### config.mk
export PLATFORM = sky130hd
export DESIGN_NAME = store_buffer
export DESIGN_NICKNAME = d
export VERILOG_FILES = /design/src/rtl/store_buffer.sv
export SDC_FILE = /design/constraint.sdc
export NUM_CORES = 1
export LEC_CHECK = 0
export ABC_AREA = 1
export CORE_MARGIN = 8
export CORE_UTILIZATION = 45
export CTS_BUF_LIST = sky130_fd_sc_hd__clkbuf_4
export CTS_CLUSTER_SIZE = 20
export DETAILED_ROUTE_END_ITERATION = 7
export PLACE_DENSITY = 0.78
export SYNTH_ARGS = -nofsm -noshare
export SYNTH_HDL_FRONTEND = slang
export SYNTH_SLANG_ARGS = --single-unit
### constraint.sdc
create_clock -name clk -period 10.9 [get_ports clk]
set_input_delay 2.18 -clock clk [delete_from_list [all_inputs] [get_ports clk]]
set_output_delay 2.18 -clock clk [all_outputs]
set_load 0.005 [all_outputs]
### src/rtl/store_buffer.sv
// Store buffer: queues committed LSU stores and drains them one at a time as single-beat AXI4 writes.
// Define STORE_BUF_HAZARD_EN to build the per-entry load-hazard address compare.
package defs_pkg;
    localparam int AxiIdW = 4;
endpackage

module store_buffer
    import defs_pkg::*;
#(
    parameter int                Depth = 4,
    parameter logic [AxiIdW-1:0] IdVal = '0
) (
    input  logic              clk,
    input  logic              rst_n,
    input  logic              st_valid,
    output logic              st_ready,
    input  logic [31:0]       st_addr,
    input  logic [31:0]       st_data,
    input  logic [1:0]        st_size,
    input  logic [31:0]       ld_chk_addr,
    output logic              ld_hazard,
    output logic              sb_empty,
    output logic              err_misalign,
    output logic              err_bus,
    output logic [AxiIdW-1:0] axi_awid_m,
    output logic [31:0]       axi_awaddr_m,
    output logic [7:0]        axi_awlen_m,
    output logic [2:0]        axi_awsize_m,
    output logic [1:0]        axi_awburst_m,
    output logic              axi_awlock_m,
    output logic [3:0]        axi_awcache_m,
    output logic [2:0]        axi_awprot_m,
    output logic [3:0]        axi_awregion_m,
    output logic [3:0]        axi_awqos_m,
    output logic              axi_awvalid_m,
    input  logic              axi_awready_m,
    output logic [63:0]       axi_wdata_m,
    output logic [7:0]        axi_wstrb_m,
    output logic              axi_wlast_m,
    output logic              axi_wvalid_m,
    input  logic              axi_wready_m,
    input  logic [AxiIdW-1:0] axi_bid_m,
    input  logic [1:0]        axi_bresp_m,
    input  logic              axi_bvalid_m,
    output logic              axi_bready_m
);
    localparam int PtrW = $clog2(Depth);

    typedef enum logic [1:0] {IDLE, SEND, WAIT_B} state_t;

    state_t          state;
    logic [31:0]     mem_addr [Depth];
    logic [63:0]     mem_data [Depth];
    logic [7:0]      mem_strb [Depth];
    logic [1:0]      mem_size [Depth];
    logic [PtrW-1:0] wr_ptr, rd_ptr;
    logic [PtrW:0]   count, count_nxt;
    logic            aligned, enq, pop;
    logic [7:0]      strb_base;

    always_comb begin
        // NOTE: defaults first so every path assigns both signals and no latch is inferred.
        aligned   = 1'b0;
        strb_base = 8'h00;
        case (st_size)
            2'd0: begin aligned = 1'b1;                strb_base = 8'h01; end
            2'd1: begin aligned = ~st_addr[0];         strb_base = 8'h03; end
            2'd2: begin aligned = (st_addr[1:0] == 2'b00); strb_base = 8'h0F; end
            default: ;
        endcase
    end

    // Ready comes from the registered count only: a pop never frees a slot in the same cycle.
    assign st_ready  = (count != (PtrW+1)'(Depth));
    assign enq       = st_valid & st_ready & aligned;
    assign pop       = (state == WAIT_B) & axi_bvalid_m;
    assign count_nxt = count + (PtrW+1)'(enq) - (PtrW+1)'(pop);
    assign sb_empty  = (count == '0) && (state == IDLE);

    // NOTE: entry storage has no reset; only slots inside the live count window are ever observed.
    always_ff @(posedge clk) begin
        if (enq) begin
            mem_addr[wr_ptr] <= st_addr;
            mem_data[wr_ptr] <= {32'h0, st_data} << {st_addr[2:0], 3'b000};
            mem_strb[wr_ptr] <= strb_base << st_addr[2:0];
            mem_size[wr_ptr] <= st_size;
        end
    end

    // NOTE: sequential state uses non-blocking assignments so all flops update from pre-edge values.
    always_ff @(posedge clk or negedge rst_n) begin
        if (!rst_n) begin
            wr_ptr       <= '0;
            rd_ptr       <= '0;
            count        <= '0;
            err_misalign <= 1'b0;
        end else begin
            if (enq) wr_ptr <= wr_ptr + PtrW'(1);
            if (pop) rd_ptr <= rd_ptr + PtrW'(1);
            count        <= count_nxt;
            err_misalign <= st_valid & st_ready & ~aligned;
        end
    end

    always_ff @(posedge clk or negedge rst_n) begin
        if (!rst_n) begin
            state         <= IDLE;
            axi_awvalid_m <= 1'b0;
            axi_wvalid_m  <= 1'b0;
            axi_bready_m  <= 1'b0;
            err_bus       <= 1'b0;
        end else begin
            err_bus <= 1'b0;
            case (state)
                IDLE: begin
                    if (count_nxt != '0) begin
                        state         <= SEND;
                        axi_awvalid_m <= 1'b1;
                        axi_wvalid_m  <= 1'b1;
                    end
                end
                SEND: begin
                    if (axi_awready_m) axi_awvalid_m <= 1'b0;
                    if (axi_wready_m)  axi_wvalid_m  <= 1'b0;
                    if ((!axi_awvalid_m || axi_awready_m) && (!axi_wvalid_m || axi_wready_m)) begin
                        state        <= WAIT_B;
                        axi_bready_m <= 1'b1;
                    end
                end
                WAIT_B: begin
                    if (axi_bvalid_m) begin
                        axi_bready_m <= 1'b0;
                        err_bus      <= (axi_bresp_m != 2'b00);
                        if (count_nxt != '0) begin
                            state         <= SEND;
                            axi_awvalid_m <= 1'b1;
                            axi_wvalid_m  <= 1'b1;
                        end else begin
                            state <= IDLE;
                        end
                    end
                end
                default: state <= IDLE;
            endcase
        end
    end

    // Payload is the FIFO head, forced to zero whenever its channel is idle.
    assign axi_awid_m     = axi_awvalid_m ? IdVal : '0;
    assign axi_awaddr_m   = axi_awvalid_m ? mem_addr[rd_ptr] : '0;
    assign axi_awsize_m   = axi_awvalid_m ? {1'b0, mem_size[rd_ptr]} : '0;
    assign axi_awburst_m  = axi_awvalid_m ? 2'b01 : 2'b00;
    assign axi_awlen_m    = '0;
    assign axi_awlock_m   = 1'b0;
    assign axi_awcache_m  = '0;
    assign axi_awprot_m   = '0;
    assign axi_awregion_m = '0;
    assign axi_awqos_m    = '0;
    assign axi_wdata_m    = axi_wvalid_m ? mem_data[rd_ptr] : '0;
    assign axi_wstrb_m    = axi_wvalid_m ? mem_strb[rd_ptr] : '0;
    assign axi_wlast_m    = axi_wvalid_m;

`ifdef STORE_BUF_HAZARD_EN
    logic [Depth-1:0] hit;
    logic             unused_bits;

    always_comb begin
        hit = '0;
        for (int i = 0; i < Depth; i++) begin
            hit[i] = ({1'b0, PtrW'(i) - rd_ptr} < count) &&
                     (mem_addr[i][31:3] == ld_chk_addr[31:3]);
        end
    end

    assign ld_hazard   = |hit;
    assign unused_bits = ^{axi_bid_m, ld_chk_addr[2:0]};
`else
    logic unused_bits;

    // Conservative: any buffered store blocks every load until the buffer drains.
    assign ld_hazard   = !sb_empty;
    assign unused_bits = ^{axi_bid_m, ld_chk_addr};
`endif

endmodule
==> results of run 1 <==
[synth_stat cells, types with 15 or more instances]
| cell type | instances | area [µm²] |
|---|---|---|
| sky130_fd_sc_hd__nor2_1 | 484 | 1820 |
| sky130_fd_sc_hd__edfxtp_1 | 424 | 12700 |
| sky130_fd_sc_hd__o21ai_0 | 235 | 1180 |
| sky130_fd_sc_hd__a21oi_1 | 112 | 561 |
| sky130_fd_sc_hd__nand2_1 | 109 | 409 |
| sky130_fd_sc_hd__buf_4 | 58 | 435 |
| sky130_fd_sc_hd__clkbuf_1 | 35 | 131 |
| sky130_fd_sc_hd__inv_1 | 30 | 113 |
| sky130_fd_sc_hd__nand3_1 | 22 | 110 |
| sky130_fd_sc_hd__o21ai_1 | 18 | 90.1 |
| sky130_fd_sc_hd__clkbuf_2 | 15 | 75.1 |
[per-layer routing]
| layer | up-vias | share of wire |
|---|---|---|
| met3 | 98 | 0.11 |
| met5 | - | 0 |
| met1 | 6212 | 0.39 |
| met2 | 711 | 0.47 |
| met4 | 0 | 0.030 |
| li1 | 6171 | - |
[stage by stage]
stage           util  hold slack [ps]  setup WS (ps)
2_1_floorplan      -              473           2950
3_3_place_gp   0.505              474           4910
3_5_place_dp   0.505              474           4870
4_1_cts        0.540              488           4190
5_1_grt        0.540              528           3940
6_report       0.540              480           4270
[power breakdown]
group	switching, mW	internal [mW]
logic	1.18	0.866
registers	0.0971	1.99
clock network	0.620	0.754
[sequential cells by signal, indices dropped and copies added (netlist names), 2 cells and up]
| register | count |
|---|---|
| mem_data | 256 |
| mem_strb | 32 |
| state | 2 |
| mem_addr | 128 |
| count | 3 |
| rd_ptr | 2 |
| mem_size | 8 |
| wr_ptr | 2 |
[critical path, stage by stage (launching register included)]
cell,delay (ps)
sky130_fd_sc_hd__dfrtp_4,690
sky130_fd_sc_hd__inv_4,830
sky130_fd_sc_hd__buf_4,870
sky130_fd_sc_hd__o21ai_0,240
sky130_fd_sc_hd__a21oi_1,400
sky130_fd_sc_hd__clkdlybuf4s50_1,610
[cells by family after synthesis]
family                     after synthesis  share of synthesized area
buffers and inverters                  173                     0.0533
adders and majority gates               12                    0.00844
muxes                                    5                    0.00268
and+or+nand+nor                        617                      0.126
DFF                                    438                      0.700
other                                    1                   0.000201
xor gates and xnor gates                 2                   0.000937
AOI/OAI and AO/OA                      395                      0.109
[final cells by class]
class	instances	area share
inverters	37	0.00657
clock inverters	32	0.0110
flip-flops and latches	438	0.592
clock buffers	157	0.0533
multi-input cells	1061	0.215
repair buffers	208	0.0916
well taps	532	0.0301
diodes	1	0.000113
[worst min-delay path by stage]
stage / start / endpoint / slack, ps / cells after the start
after global routing: axi_bready_m / axi_bready_m / 530 / 2
after CTS: axi_bready_m / axi_bready_m / 490 / 2
after detailed placement: axi_bready_m / axi_bready_m / 470 / 2
after global placement: axi_bready_m / axi_bready_m / 470 / 2
final: axi_bready_m / axi_bready_m / 480 / 2
after floorplan: axi_bready_m / axi_bready_m / 470 / 2
==> summary.md, run 1 <==
| Metric | Value |
|---|---|
| Wire length of the first global-routing pass | `70,200 µm` |
| Layout cell share with drive strength beyond 1 | `0.105` |
| Total power | `5.51 mW` |
| Proportion of synthesized flip-flops having asynchronous set or reset | `0.0320` |
| Data required time at the worst endpoint | `about 8700 ps` |
| Slew Limit Fails | `0` |
| Combined area of the multi-input logic cells | `0.00475 mm²` |
| Setup repair after global routing missed its margin | `false` |
| Top-level port count | `256` |
| Vert. Die Dim | `220 µm` |
| Filler instances | `3,375` |
| Finished Cell Area | `0.0221 mm²` |
| Initial antenna violation count | `1` |
| Outcome | `complete, no violations` |
| CTS HTree Levels | `3` |
| Worst-Skew Late Latency | `810 ps` |
| Crit path arrival time | `4450 ps` |
| Clock-pin slew of the registers on the worst-case setup and hold paths | `60 ps` |
| GRT busiest layer | `met2` |
| Initial standard-cell utilization of the core | `0.457` |
| Number of enable flip-flop cells after synthesis | `between 400 and 500` |
| Area of the core | `just over 0.04 mm²` |
| Register-to-Register Setup Slack | `7670 ps` |
| Final cycle utilization of the critical path | `0.608` |
| Kind of capture point of the worst setup path | `output port` |
| Hold/Removal Path Class | `reg2reg` |
| Die Width | `220 µm` |
| Commonest register cell after synthesis | `sky130_fd_sc_hd__edfxtp_1` |
| Number of register bits inferred by synthesis | `438` |
| Detail Placement HPWL | `27,800 µm` |
| Vias in the first global route | `12,500` |
| Non-filler instance count after layout | `2,466` |
| First-pass iteration count of the detailed router | `7` |
| Final count of negative-setup-slack endpoints | `0` |
| Pin count of the biggest net entering global routing | `116` |
| Leading cell type in the layout, fill and taps excluded | `sky130_fd_sc_hd__nor2_1` |
| Number of instances in the synthesized netlist | `1,643` |
| Final Routed Wirelength | `around 46,000 µm` |
| Fmax | `151 MHz` |
| Pleak | `7.80 nW` |
| Average wire per standard cell | `18.9 µm` |
| Worst setup skew after layout | `84.1 ps` |
| Share of the yosys chip area belonging to registers | `0.700` |
| Number of hold violations in the final report | `0` |
| Count of unresolved DRC violations after routing | `0` |
| GR Util met3 | `0.0450` |
| Pwr/cell area | `249 mW/mm²` |
| Total negative setup slack | `0 ps` |
| Via-per-instance ratio | `approximately 5.3` |
| Largest buffer count on any clock path | `3` |
| Placer's final routability congestion estimate | `between 0.8 and 0.9` |
| IR Drop Worst-Case VDD | `0.154 mV` |
| Distinct cells, synth | `30` |
| Crit path time final | `6630 ps` |
| Total grt overflow | `0` |
| Initial DRC Count | `1,360` |
| Root Buffer Master | `sky130_fd_sc_hd__clkbuf_4` |
| Floorplan die area | `0.0483 mm²` |
| Endpoint of the worst register-to-register path | `mem_strb[3][7]` |
| Port bufs | `189` |
| Post-detailed-placement cell area | `a little over 0.02 mm²` |
| Cells on worst reg2reg path | `5` |
| Startpoint-to-endpoint class of the critical path | `reg2out` |
| Clock tree sinks | `438` |
| Beginning of the worst register-to-register path | `count[1]` |
| Layout-stage area growth over the synthesis result | `18.2%` |
| CTS tree | `yes` |
| Number of routed nets with antenna violations | `0` |
| Worst-Margin Slew | `approximately 1100 ps` |
| Global routing met1 resource utilization | `0.242` |
| Launching instance or port of the critical path | `rd_ptr[0]` |
| Placed Instances | `2,276` |
| Post_cts resized | `0` |
| Avg Inst Size Synth | `11.4 µm²` |
| Critical-path maximum fanout | `between 100 and 150` |
| Number of nets in the finished design | `1,972` |
| Number of warnings issued by yosys | `0` |
| Critical Path Sink | `axi_wdata_m[41]` |
| Cell area after technology mapping | `0.0187 mm²` |
| Kind of start point of the critical path | `flop` |
| Slew headroom | `0.270` |
| Total number of vias | `around 13,000` |
| GRT Overall Usage | `0.188` |
| Post-CTS Hold Buffers | `0` |
| TritonCTS Buffers | `104` |
| Total setup buffers inserted after CTS | `0` |
| FF/Latch Area | `0.0131 mm²` |
| Routing usage on met2 | `0.303` |
| Top library cells by usage in the layout, fill and taps aside | `480 x sky130_fd_sc_hd__nor2_1, 424 x sky130_fd_sc_hd__edfxtp_1, 235 x sky130_fd_sc_hd__o21ai_0` |
| Number of placement rows | `74` |
| Max-cap violation count | `0` |
No activity file was read; power rests on OpenSTA's default activity.
==> inputs of run 2 (changes only) <==
Clock period 10.9 ns to 6.4 ns, I/O delays scaled along.
==> summary.md, run 2 (synthesized netlist as in run 1, its figures left out) <==
| Metric | Value |
|---|---|
| Peak per-stage delay on the critical path | `880 ps` |
| Slew Limit Fails | `0` |
| Filler instances | `3,424` |
| Layout-stage area growth over the synthesis result | `18.6%` |
| Floorplan die area | `roughly 0.048 mm²` |
| Hold/Removal Path Class | `reg2reg` |
| IR Drop Worst-Case VDD | `0.266 mV` |
| Worst setup skew after layout | `27.9 ps` |
| Min setup slack post-route | `1190 ps` |
| Average wire per standard cell | `19.2 µm` |
| Detail Placement HPWL | `29,200 µm` |
| Root Buffer Master | `sky130_fd_sc_hd__clkbuf_4` |
| Placer's final routability congestion estimate | `approximately 0.87` |
| Register containing the most flip-flops in the final layout | `mem_data` |
| WP buf/inv | `2` |
| Initial DRC Count | `~1,400` |
| Critical-path maximum fanout | `82` |
| Pleak | `7.81 nW` |
| Number of hold violations in the final report | `0` |
| Worst-Margin Slew | `1120 ps` |
| Number of nets in the finished design | `1,982` |
| Number of routed nets with antenna violations | `0` |
| Outcome | `complete, no violations` |
| Wire length of the first global-routing pass | `72,300 µm` |
| Worst-Skew Late Latency | `760 ps` |
| Top library cells by usage in the layout, fill and taps aside | `480 x sky130_fd_sc_hd__nor2_1, 424 x sky130_fd_sc_hd__edfxtp_1, 235 x sky130_fd_sc_hd__o21ai_0` |
| Area of the core | `0.0409 mm²` |
| Cell family with most CP delay | `buffers and inverters` |
| Total grt overflow | `0` |
| Post-CTS Hold Buffers | `0` |
| Vert. Die Dim | `~220 µm` |
| Number of flip-flops under the largest register name | `256` |
| Number of placement rows | `74` |
| Port bufs | `189` |
| Most frequent CP cell | `sky130_fd_sc_hd__nor2_1` |
| Kind of capture point of the worst setup path | `output port` |
| Count of unresolved DRC violations after routing | `0` |
| Leading cell type in the layout, fill and taps excluded | `sky130_fd_sc_hd__nor2_1` |
| Crit path time final | `5210 ps` |
| Startpoint-to-endpoint class of the critical path | `reg2out` |
| Largest buffer count on any clock path | `3` |
| Total number of vias | `13,300` |
| Initial standard-cell utilization of the core | `0.457` |
| CTS HTree Levels | `3` |
| Max-cap violation count | `0` |
| Kind of start point of the critical path | `flop` |
| CTS tree | `yes` |
| GRT Overall Usage | `0.194` |
| Pin count of the biggest net entering global routing | `between 100 and 150` |
| Via-per-instance ratio | `approximately 5.4` |
| Die Width | `220 µm` |
| Final cycle utilization of the critical path | `0.814` |
| Post_cts resized | `0` |
| Top-level port count | `around 260` |
| Initial antenna violation count | `4` |
| Clock-pin slew of the registers on the worst-case setup and hold paths | `70 ps` |
| Layout cell share with drive strength beyond 1 | `0.105` |
| Final count of negative-setup-slack endpoints | `0` |
| Slew headroom | `0.256` |
| Pwr/cell area | `420 mW/mm²` |
| TritonCTS Buffers | `106` |
| Dpl ws | `1590 ps` |
| Crit-path cells | `buf_4 -> nor2_1 -> nor2_1 -> o21ai_0 -> a21oi_1 -> clkdlybuf4s50_1` |
| Vias in the first global route | `12,800` |
| Critical-path top delay cell | `sky130_fd_sc_hd__dfrtp_4` |
| Crit path arrival time | `between 3000 and 4000 ps` |
| Largest registers | `mem_data (256), mem_addr (128), mem_strb (32)` |
| Final Routed Wirelength | `47,800 µm` |
| Total negative setup slack | `0 ps` |
| Clock tree sinks | `438` |
| First-pass iteration count of the detailed router | `5` |
| Setup repair after global routing missed its margin | `false` |
| Fmax | `~190 MHz` |
| Data required time at the worst endpoint | `5120 ps` |
| Total setup buffers inserted after CTS | `0` |
==> run 2: changes by cell type in the layout (fill, tap and decap cells not counted), sizes merged <==
cell,previous run,this run
clkinvlp,0,3
diode,1,4
buf,21,29
clkbuf,157,153
clkinv,28,42
bufinv,4,1
inv,37,35
==> run 2: layout make-up <==
class / instances / area [µm²] / area share
Antenna cell: 4 / 10.0 / 0.000452
Inverter: 37 / 145 / 0.00655
Timing Repair Buffer: 216 / 2130 / 0.0963
Clock buffer: 153 / 1150 / 0.0518
Sequential cell: 438 / 13100 / 0.591
Tap cell: 532 / 666 / 0.0300
Multi-Input combinational cell: 1061 / 4750 / 0.214
Clock inverter: 44 / 214 / 0.00966
==> run 2: where the power goes <==
group	total, mW	internal [mW]	switching, mW	leakage [nW]
logic	3.50	1.50	2.00	2.97
clock network	2.22	1.15	1.08	0.798
registers	3.58	3.38	0.197	4.04
total	9.30	6.03	3.27	7.81
==> run 2: worst min-delay path, cell delays in order, from the launching register on <==
cell and delay, ps:
sky130_fd_sc_hd__dfrtp_1 350, sky130_fd_sc_hd__nand2_1 50, sky130_fd_sc_hd__nand2_1 60
==> run 2: path summary, 6_finish.rpt <==
kind,startpoint,end,slack (ps),cells after the start
worst max-delay path,rd_ptr[0],axi_wdata_m[30],1190,6
max in group asynchronous,rst_n,rd_ptr[1],5040,1
min in group asynchronous,rst_n,rd_ptr[0],910,1
worst max register to register,count[1],axi_wlast_m,3420,11
worst min-delay path,axi_bready_m,axi_bready_m,490,2
worst min register to register,axi_bready_m,axi_bready_m,490,2
==> run 2: routing by layer <==
layer,vias up,global-route usage,routed length (µm)
met5,-,0,13
met4,2,0.0647,1130
met3,96,0.0514,5280
met2,709,0.315,22800
met1,6313,0.250,18600
li1,6197,-,-
==> run 2: through the flow <==
step | util | total power, mW | instance area, µm² | cells | hold slack, ps
after floorplan | - | 5.52 | 18800 | 1672 | 473
after global placement | 0.508 | 7.07 | 20800 | 2284 | 473
after detailed placement | 0.508 | 7.16 | 20800 | 2284 | 486
after CTS | 0.541 | 9.40 | 22100 | 2481 | 501
after global routing | 0.541 | 9.87 | 22200 | 2482 | 539
final | 0.541 | 9.30 | 22200 | 2485 | 488
==> inputs of run 3 (changes only) <==
Settings changed: PLACE_DENSITY 0.78 to 0.8.
Clock period 6.4 ns to 4.3 ns, I/O delays scaled along.
==> summary.md, run 3 (synthesized netlist as in run 1, its figures left out) <==
| Metric | Value |
|---|---|
| Outcome | `complete, no violations` |
| Die Width | `between 200 and 250 µm` |
| Worst setup skew after layout | `48.7 ps` |
| TritonCTS Buffers | `105` |
| Max-cap violation count | `0` |
| Total power | `14.0 mW` |
| Worst-Margin Slew | `between 800 and 900 ps` |
| Crit path time final | `roughly 4100 ps` |
| Count of unresolved DRC violations after routing | `0` |
| Critical-path top delay cell | `sky130_fd_sc_hd__clkdlybuf4s50_1` |
| Power dissipated by switching net loads | `between 4 and 5 mW` |
| Initial standard-cell utilization of the core | `0.457` |
| Pwr/cell area | `627 mW/mm²` |
| Crit-path cells | `buf_4 -> nor2_1 -> nor2_1 -> o21ai_0 -> a21oi_1 -> clkdlybuf4s50_1` |
| CTS HTree Levels | `3` |
| Number of routed nets with antenna violations | `0` |
| Part of the total power dissipated in combinational logic | `0.395` |
| Net Sw Frac | `0.351` |
| Total grt overflow | `0` |
| Total number of vias | `approximately 13,000` |
| IR Drop Worst-Case VDD | `roughly 0.35 mV` |
| Number of flip-flops under the largest register name | `between 200 and 300` |
| Largest buffer count on any clock path | `3` |
| Slew headroom | `0.450` |
| Clock tree sinks | `~440` |
| Proportion of power drawn by the clock network | `0.236` |
| Top library cells by usage in the layout, fill and taps aside | `480 x sky130_fd_sc_hd__nor2_1, 424 x sky130_fd_sc_hd__edfxtp_1, 235 x sky130_fd_sc_hd__o21ai_0` |
| Setup repair after global routing missed its margin | `false` |
| Number of nets in the finished design | `1,992` |
| Pin count of the biggest net entering global routing | `108` |
| Critical-path maximum fanout | `54` |
| Cells on worst reg2reg path | `12` |
| GRT Overall Usage | `0.197` |
| Port bufs | `189` |
| First-pass iteration count of the detailed router | `5` |
| Largest registers | `mem_data (256), mem_addr (128), mem_strb (32)` |
| Area of the core | `0.0409 mm²` |
| Top-level port count | `around 260` |
| Total setup buffers inserted after CTS | `0` |
| Kind of capture point of the worst setup path | `output port` |
| Number of placement rows | `74` |
| Register containing the most flip-flops in the final layout | `mem_data` |
| Worst-Skew Late Latency | `790 ps` |
| Initial DRC Count | `1,543` |
| Levels on crit path | `6` |
| Final Routed Wirelength | `48,600 µm` |
| Fmax | `between 200 and 250 MHz` |
| Layout-stage area growth over the synthesis result | `19.6%` |
| Post-CTS Hold Buffers | `0` |
| Most frequent CP cell | `sky130_fd_sc_hd__nor2_1` |
| Final cycle utilization of the critical path | `0.946` |
| Leading cell type in the layout, fill and taps excluded | `sky130_fd_sc_hd__nor2_1` |
| Internal Power | `9.09 mW` |
| Vert. Die Dim | `220 µm` |
| Initial antenna violation count | `2` |
| Cell family with most CP delay | `buffers and inverters` |
| Average wire per standard cell | `19.6 µm` |
| Peak per-stage delay on the critical path | `600 ps` |
| Floorplan die area | `0.0483 mm²` |
| Clock-pin slew of the registers on the worst-case setup and hold paths | `~70 ps` |
| Slew Limit Fails | `0` |
| Via-per-instance ratio | `5.43` |
| Pleak | `between 7 and 8 nW` |
| Detail Placement HPWL | `30,500 µm` |
| Placer's final routability congestion estimate | `between 0.8 and 0.9` |
| Hold/Removal Path Class | `in2async` |
| Root Buffer Master | `sky130_fd_sc_hd__clkbuf_4` |
| Sequential group share of total power | `0.369` |
| Crit path arrival time | `~3200 ps` |
| Data required time at the worst endpoint | `about 3400 ps` |
| Layout cell share with drive strength beyond 1 | `0.110` |
| Final count of negative-setup-slack endpoints | `0` |
| Startpoint-to-endpoint class of the critical path | `reg2out` |
| Non-filler instance count after layout | `2,475` |
| Number of hold violations in the final report | `0` |
| Placed Instances | `2,295` |
| CTS tree | `yes` |
| Wire length of the first global-routing pass | `73,500 µm` |
| WP buf/inv | `2` |
| Kind of start point of the critical path | `flop` |
| Vias in the first global route | `13,400` |
-- run 3: changes by cell type in the layout (fill, tap and decap cells not counted), sizes merged --
cell and delta:
bufinv +1, clkinvlp -3, clkinv -17, buf +11, clkbuf -1, inv +1, diode -2
-- run 3: layer usage --
layer	part of all wire	routed length [µm]	track usage
met3	0.12	5690	0.0655
met5	0	0	0
met4	0.037	1800	0.0919
met2	0.47	22800	0.318
met1	0.38	18300	0.238
-- run 3: layout make-up --
type | count | area (µm²)
Clock buffer | 152 | 1140
Tap cell | 532 | 666
Inverter | 37 | 149
Fill cell | 3338 | 18600
Multi-Input combinational cell | 1061 | 4750
Clock inverter | 26 | 169
Timing Repair Buffer | 227 | 2370
Antenna cell | 2 | 5.00
Sequential cell | 438 | 13100
-- run 3: metrics by stage --
stage,setup TNS [ps],setup slack [ps],hold WS (ps),instance area (µm²),utilization
2_1_floorplan,-247100,-583,473,18800,-
3_3_place_gp,0,462,476,21000,0.514
3_5_place_dp,0,391,481,21000,0.514
4_1_cts,0,128,394,22300,0.546
5_1_grt,0,50.8,455,22300,0.546
6_report,0,233,469,22300,0.546
-- run 3: worst register-to-register path, delay by kind of cell, from the launching register on --
kind	cells	cell delay, ps
AO/OA/AOI/OAI	2	550
flip-flops	1	370
AND/OR/NAND/NOR	5	520
buffers and inverters	2	100
adder cells (fa/ha/maj)	3	900
-- run 3: path summary, 6_finish.rpt --
check                              from               to  slack, ps
max reg2reg                    count[1]         state[0]       1780
min reg2reg                axi_bready_m     axi_bready_m        490
min                               rst_n         count[2]        470
max                           rd_ptr[0]  axi_wdata_m[21]        230
max in group asynchronous         rst_n        rd_ptr[1]       3330
min in group clk           axi_bready_m     axi_bready_m        490
-- run 3: power groups by stage --
stage | clock network [mW] | logic, mW | registers [mW]
detailed placement | 0 | 5.55 | 5.25
global placement | 0 | 5.41 | 5.24
CTS | 3.39 | 5.58 | 5.17
floorplan | 0 | 2.99 | 5.22
global route | 3.58 | 6.08 | 5.19
finish | 3.31 | 5.53 | 5.16
-- run 3: repair_timing --
item / 4_1_cts / 5_1_grt
endpoints found under the hold margin: 0 / 0
pin swaps: 0 / 0
setup endpoints to repair: 5 / 4
gates resized for setup: 1 / 2
